`config.mk`:
```
export PLATFORM = sky130hd
export DESIGN_NAME = div_result_bcd
export DESIGN_NICKNAME = d
export VERILOG_FILES = /design/src/rtl/div_result_bcd.sv
export SDC_FILE = /design/constraint.sdc
export NUM_CORES = 1
export LEC_CHECK = 0
export ABC_AREA = 1
export CAP_MARGIN = 5
export CORE_ASPECT_RATIO = 1.5
export CORE_MARGIN = 3
export CORE_UTILIZATION = 54
export CTS_BUF_LIST = sky130_fd_sc_hd__clkbuf_8
export DETAILED_ROUTE_END_ITERATION = 16
export GPL_TIMING_DRIVEN = 0
export HOLD_SLACK_MARGIN = 0.05
export PLACE_DENSITY_LB_ADDON = 0.08
export SYNTH_ARGS = -nofsm -noshare
export SYNTH_HDL_FRONTEND = slang
export SYNTH_SLANG_ARGS = --single-unit
```
`constraint.sdc`:
```
create_clock -name clk -period 2.9 [get_ports clk]
set_input_delay 0.58 -clock clk [delete_from_list [all_inputs] [get_ports clk]]
set_output_delay 0.58 -clock clk [all_outputs]
set_load 0.02 [all_outputs]
```
`src/rtl/div_result_bcd.sv`:
```
// Converts a divider quotient/remainder pair to BCD with double-dabble, one bit per cycle,
// and drives registered BCD plus active-low 7-segment patterns (dashes on divide-by-zero).
module div_result_bcd #(
    parameter int Nbits  = 5,
    parameter int DIGITS = 2
) (
    input  logic                  clk,
    input  logic                  rst_n,
    input  logic                  in_valid,
    output logic                  in_ready,
    input  logic [Nbits-1:0]      quotient,
    input  logic [Nbits-1:0]      remainder,
    input  logic                  div_zero,
    output logic [4*DIGITS-1:0]   q_bcd,
    output logic [4*DIGITS-1:0]   r_bcd,
    output logic [7*DIGITS-1:0]   q_seg,
    output logic [7*DIGITS-1:0]   r_seg,
    output logic                  err,
    output logic                  out_valid
);

    // state | meaning
    // IDLE  | waiting for a pair, in_ready high
    // SHIFT | double-dabble in progress, one input bit per cycle
    typedef enum logic {IDLE, SHIFT} state_t;

    localparam int CW = $clog2(Nbits + 1);
    localparam int AW = 4 * DIGITS;

    state_t          state;
    logic [Nbits-1:0] q_sh, r_sh;
    logic [AW-1:0]   q_acc, r_acc;
    logic [AW-1:0]   q_adj, r_adj, q_acc_nx, r_acc_nx;
    logic [CW-1:0]   cnt;
    logic            dz;
    logic            blank;

    function automatic logic [AW-1:0] add3(input logic [AW-1:0] a);
        logic [AW-1:0] o;
        o = a;
        for (int i = 0; i < DIGITS; i++) begin
            if (a[4*i +: 4] >= 4'd5)
                o[4*i +: 4] = a[4*i +: 4] + 4'd3;
        end
        return o;
    endfunction

    function automatic logic [6:0] seg7(input logic [3:0] d);
        case (d)
            4'd0:    seg7 = 7'b1000000;
            4'd1:    seg7 = 7'b1111001;
            4'd2:    seg7 = 7'b0100100;
            4'd3:    seg7 = 7'b0110000;
            4'd4:    seg7 = 7'b0011001;
            4'd5:    seg7 = 7'b0010010;
            4'd6:    seg7 = 7'b0000010;
            4'd7:    seg7 = 7'b1111000;
            4'd8:    seg7 = 7'b0000000;
            4'd9:    seg7 = 7'b0010000;
            default: seg7 = 7'b1111111;
        endcase
    endfunction

    assign q_adj    = add3(q_acc);
    assign r_adj    = add3(r_acc);
    assign q_acc_nx = (q_adj << 1) | {{(AW-1){1'b0}}, q_sh[Nbits-1]};
    assign r_acc_nx = (r_adj << 1) | {{(AW-1){1'b0}}, r_sh[Nbits-1]};

    assign in_ready = (state == IDLE);

    always_ff @(posedge clk or negedge rst_n) begin
        if (!rst_n) begin
            state     <= IDLE;
            q_sh      <= '0;
            r_sh      <= '0;
            q_acc     <= '0;
            r_acc     <= '0;
            cnt       <= '0;
            dz        <= 1'b0;
            q_bcd     <= '0;
            r_bcd     <= '0;
            err       <= 1'b0;
            blank     <= 1'b1;
            out_valid <= 1'b0;
        end else begin
            out_valid <= 1'b0;
            case (state)
                IDLE: begin
                    if (in_valid) begin
                        q_sh  <= quotient;
                        r_sh  <= remainder;
                        dz    <= div_zero;
                        q_acc <= '0;
                        r_acc <= '0;
                        cnt   <= CW'(Nbits);
                        state <= SHIFT;
                    end
                end
                SHIFT: begin
                    q_acc <= q_acc_nx;
                    r_acc <= r_acc_nx;
                    q_sh  <= q_sh << 1;
                    r_sh  <= r_sh << 1;
                    cnt   <= cnt - 1'b1;
                    if (cnt == CW'(1)) begin
                        // Divide-by-zero results are forced to zero so the BCD never shows garbage.
                        q_bcd     <= dz ? '0 : q_acc_nx;
                        r_bcd     <= dz ? '0 : r_acc_nx;
                        err       <= dz;
                        blank     <= 1'b0;
                        out_valid <= 1'b1;
                        state     <= IDLE;
                    end
                end
                default: state <= IDLE;
            endcase
        end
    end

    always_comb begin
        q_seg = '1;
        r_seg = '1;
        for (int i = 0; i < DIGITS; i++) begin
            if (blank) begin
                q_seg[7*i +: 7] = 7'b1111111;
                r_seg[7*i +: 7] = 7'b1111111;
            end else if (err) begin
                q_seg[7*i +: 7] = 7'b0111111;
                r_seg[7*i +: 7] = 7'b0111111;
            end else begin
                q_seg[7*i +: 7] = seg7(q_bcd[4*i +: 4]);
                r_seg[7*i +: 7] = seg7(r_bcd[4*i +: 4]);
            end
        end
    end

endmodule
```
# Yosys cells after proc, flatten, opt, wreduce, memory -nomap -nowiden
# Memories as Yosys holds them, arrays and structs flattened.
# Cells that the tools add are included.
[word_totals]
ff_bits = 50
romBits = 448
in_bits = 14
output_inout_bits = 47
word_cells = 60
mem_count = 4
[memory_table]
columns = ["memory", "words", "word_bits", "rd", "rd_clocked_by_memory_dff", "wr", "line", "text"]
rows = [
  ["(name not given)", 16, 7, 1, 0, 0, "49", "case (d)"],
  ["(name not given)", 16, 7, 1, 0, 0, "49", ""],
  ["(name not given)", 16, 7, 1, 0, 0, "49", ""],
  ["(name not given)", 16, 7, 1, 0, 0, "49", ""],
]
[classes]
n_addsub = 5
n_lt_le_gt_ge = 4
n_eq_ne = 2
n_mux = 28
n_bitwise = 3
n_reduce_logical = 2
[ops]
columns = ["operator", "n"]
rows = [
  ["2-to-1 mux 7 bit", 8],
  ["one-hot mux 8 bit (2 select lines)", 2],
  ["2-to-1 mux 8 bit", 3],
  ["one-hot mux 5 bit (2 select lines)", 2],
  [">= comparator 4 x 3 -> 1 bit (second input constant)", 4],
  ["bitwise OR 8 x 1 -> 8 bit", 2],
  ["2-to-1 mux 5 bit", 2],
  ["2-to-1 mux 3 bit", 3],
  ["adder 4 x 2 -> 4 bit (second input constant)", 2],
  ["2-to-1 mux 4 bit", 2],
  ["adder 3 x 2 -> 3 bit (second input constant)", 2],
  ["one-hot mux 3 bit (2 select lines)", 1],
  ["2-to-1 mux 1 bit", 4],
  ["AND reduction 2 bit", 2],
  ["equality test 3 x 1 -> 1 bit (second input constant)", 1],
  ["subtractor 3 x 1 -> 3 bit (second input constant)", 1],
  ["inequality test 2 bit (second input constant)", 1],
  ["one-hot mux 1 bit (2 select lines)", 1],
  ["NOT 1 bit", 1],
]

# Logic depth before layout (Yosys ltp)
# Gate-level depths: netlist of the first run.
[depth]
ltp_word = 4
ltp_mapped = 9
ltp_nobuf = 9

# Worst setup path after synthesis of the first run
# OpenSTA, ideal clock, no wires.
[synth_timing]
path_type = "register -> output"
from = "register r_bcd[4]"
to = "output r_seg[11]"
arrival_time_ns = 1.431
t_required_ns = 2.320
path_slack_ns = 0.889
stages_incl_launch_ff = 6
path_buffers = 0
cell_sequence = "dfrtp_1 > inv_1 > ha_1 > nand2_1 > o21ai_0 > o21ai_0"
[synth_via]
elab_chain_cells = 3
[synth_lines]
columns = ["item", "line", "text"]
rows = [
  ["start, declared", "15", "output logic [4*DIGITS-1:0] r_bcd,"],
  ["start signal, assigned", "108", "r_bcd <= dz ? '0 : r_acc_nx;"],
  ["memory (16 x 7 bit)", "-", ""],
  ["2-to-1 mux 7 bit", "127", "end else if (err) begin"],
  ["2-to-1 mux 7 bit", "124", "if (blank) begin"],
  ["end, declared", "17", "output logic [7*DIGITS-1:0] r_seg,"],
]
# No other way between the ends.

# Final worst setup path of the first run
[layout_timing]
from = "register q_bcd[5]"
to = "output q_seg[7]"
[layout_via]
elab_chain_cells = 3
[layout_lines]
columns = ["item", "line", "text"]
rows = [
  ["start, declared", "14", "output logic [4*DIGITS-1:0] q_bcd,"],
  ["start signal, assigned", "107", "q_bcd <= dz ? '0 : q_acc_nx;"],
  ["memory (16 x 7 bit)", "-", ""],
  ["2-to-1 mux 7 bit", "127", ""],
  ["2-to-1 mux 7 bit", "124", ""],
  ["end, declared", "16", "output logic [7*DIGITS-1:0] q_seg,"],
]
# No other way between the ends.

==> reports/metrics.csv, run 1 <==
stage,metric,value,unit
synthesis,mapped cell area,3170,µm²
global_routing,routing usage on met3,2.91,%
global_routing,antenna violations before repair,0,
synthesis,"Seq/Total Area, Yosys",39.6,%
synthesis,Post-synth EDFFs,0,
clock_network,Root Buffer,clkbuf_8,
pwr,Comb pwr share,65.0,%
global_routing,largest net degree at the start of global routing,43,
worst_setup_path,CP Capture Type,primary output,
synthesis,share of the synthesized area in the top cell type,38.7,%
final_layout,layout net count,526,
run_status,status,"complete, no violations",
global_routing,met1 Use GR,26.0,%
die,Die Height,99.8,µm
sta,post-layout min period,2.66,ns
pwr,P_leak,0.00200,µW
worst_setup_path,reg2reg start,q_acc[0],
clock_network,hold buffers post-CTS,0,
clock_network,clock sink count,50,
sta,max-slew violations,0,
clock_network,CTS HTree Levels,2,
die,Initial Util,56.8,%
final_layout,Inserted Diodes,0,
worst_setup_path,Critical R2R Capture,q_bcd[4],
pwr,Clk pwr share,8.7,%
pwr,sw frac,48.2,%
die,DIE WIDTH,68.5,µm
drt,first-pass detailed-route iteration total,4,
clock_network,CTS Buf Count,5,
worst_setup_path,Crit path required time,2.32,ns
worst_setup_path,WP data arrival,2.08,ns
sta,final-report hold violation count,0,
synthesis,"Top FF cell, synth",dfrtp_1,
worst_setup_path,CP Class,register to primary output,
worst_setup_path,r2r setup slk,1.50,ns
global_routing,grt met2 use,38.6,%
pwr,internal power,2460,µW
clock_network,"Clk Latency, worst-skew pair",0.30,ns
drt,post-DR wirelength/cell,12.3,µm
global_routing,Global Route Usage Sum,21.8,%
sta,RSZ-0062 raised after global routing,no,
sta,Fin Clk Skew,0.00826,ns
synthesis,synth top area cells,"dfrtp_1, nand2_1, ha_1",
pwr,PD cells,1200,nW/µm²
synthesis,Synth cell types,27,
final_layout,Final Cell Area,3960,µm²
synthesis,async set or reset register ratio after synthesis,100,%
pwr,sequential share of power,26.3,%
pwr,Overall Power,4750,µW
drt,Antenna Nets Post-Route,0,
synthesis,synth cell count leaders,"nand2_1, inv_1, dfrtp_1, nand3_1, o21ai_0",
clock_network,Post-CTS Repair Setup Buffers,0,
drt,vias,2880,
place,Final GP Congestion,0.931,
die,I/O pins,61,
worst_setup_path,Startpoint Class,register,
drt,final WL,6830,µm
place,# port buffers,60,
sta,Max-slew headroom,64.2,%
sta,fmax,376,MHz
flow_run,maxcap violations,0,
global_routing,first-pass GRT wire length,11800,µm
final_layout,final core occ,71.0,%
synthesis,Seq cells post-synth,50,
synthesis,syn_area_per_cell,7.65,µm²
worst_setup_path,critical path peak fanout,6,
pwr,switching pwr,2290,µW
final_layout,Synth-to-Final Area Change,25.1,%
place,detailed placement HPWL,5380,µm
sta,Final setup viols,0,
die,Core Region,5570,µm²
drt,drt via density,5.21,
synthesis,Cells after Synth,414,
place,Area after DPL,3870,µm²
synthesis,cell taking the most area after synthesis,dfrtp_1,
clock_network,Post-CTS Resized,0,
drt,DRT iter0 DRCs,164,
worst_hold_path,Min-Delay Path Class,primary input to async pin,
sta,final hold slack,0.121,ns
global_routing,vias in the first global route,2790,
drt,drt drc,0,
synthesis,top-count cell post-synth,nand2_1,
sta,Worst-Margin Slew,0.538,ns
global_routing,grt total ovfl,0,
clock_network,clock-pin slew on the worst setup and hold paths,0.09,ns
worst_setup_path,R2R cell count,7,
clock_network,clock tree buffer depth,2,
die,die area,6840,µm²
global_routing,global route hottest layer,met2,
sta,period utilization,91.6,%
pwr,Max VDD drop,0.000580,V
clock_network,CTS tree,built,
final_layout,share of cells above drive strength 1,6.83,%
synthesis,syn nets,458,
sta,setup tns final,0,ns
synthesis,yosys warns,0,
die,row cnt,33,
==> worst max-delay path, stage by stage, from the launching register on <==
cell and delay, ns:
dfrtp_1 0.45, inv_1 0.12, ha_1 0.19, or2_2 0.28
o21ai_0 0.10, o21ai_0 0.10, clkdlybuf4s50_1 0.55
==> stage by stage <==
| step | std cells | worst slack, ns |
|---|---|---|
| 6_report | 553 | 0.242 |
| 3_5_place_dp | 545 | 0.566 |
| 5_1_grt | 553 | 0.0965 |
| 2_1_floorplan | 414 | 0.889 |
| 3_3_place_gp | 544 | -0.146 |
| 4_1_cts | 553 | 0.235 |
==> cells by family after synthesis <==
kind of cell,share of synthesized area [%]
AO/OA/AOI/OAI,9.61
adder cells (fa/ha/maj),11.9
buffers and inverters,9.80
flip-flops,39.6
multiplexers,0.356
AND/OR/NAND/NOR,28.8
==> power by group through the flow <==
stage,registers (µW),logic (µW),clock network (µW)
finish,1250,3090,413
CTS,1250,3100,415
floorplan,1330,1870,0
global route,1300,3470,444
detailed placement,1260,3090,0
global placement,1250,2990,0
==> cell type report <==
type | count | area [µm²]
Fill cell | 462 | 1610
Multi-Input combinational cell | 294 | 1600
Sequential cell | 50 | 1250
Timing Repair Buffer | 61 | 616
Inverter | 58 | 218
Buffer | 12 | 92.6
Tap cell | 70 | 87.6
Clock buffer | 6 | 82.6
Clock inverter | 2 | 8.76
==> cells in the final DEF, fill, tap and decap left out, drive strengths merged <==
cell type	synthesis	final
clkbuf	1	7
o21bai	1	1
a21oi	5	5
o211ai	5	5
dfstp	1	1
mux2	1	1
inv	57	58
or2	4	4
nand4	8	8
o22ai	3	3
nand2	131	131
ha	30	30
o21ai	43	43
clkinv	1	2
nor2	13	13
buf	11	13
dfrtp	49	49
clkdlybuf4s50	0	59
nand3	50	50
==> per-layer routing <==
layer	vias to the layer above	part of all wire (%)
met3	11	5.0
met2	86	53
met1	1317	41
li1	1466	-
met5	-	0
met4	0	1.4
==> how the worst max path moves through the flow <==
stage	from	to	cells after the start
finish	q_bcd[5]	q_seg[7]	6
global route	q_bcd[5]	q_seg[7]	6
CTS	q_bcd[5]	q_seg[7]	6
detailed placement	q_bcd[5]	q_seg[7]	6
global placement	rst_n	dz	1
floorplan	r_bcd[4]	r_seg[11]	5
==> flip-flops by register name, summed over array words and instances (netlist names) <==
name and flops:
out_valid 1, dz 1, q_sh 5, blank 1, err 1, state 1
q_bcd 8, r_bcd 8, r_acc 8, cnt 3, r_sh 5, q_acc 8
Power figures use the tool's default switching activity.
==> run 2: changes to the inputs <==
Settings changed: CTS_CLUSTER_DIAMETER set to 100.
Clock period 2.9 ns to 3.4 ns, I/O delays scaled along.
==> results of run 2 <==
The final DEF is identical to that of run 1. Status: complete, no violations.
Among the figures that moved: setup slack after placement 0.566 ns -> 0.966 ns; setup slack after layout 0.242 ns -> 0.642 ns; hold slack 0.121 ns -> 0.221 ns; register-to-register setup slack 1.50 ns -> 2.00 ns; total power 4750 µW -> 4060 µW; worst IR drop on VDD 0.000580 V -> 0.000495 V
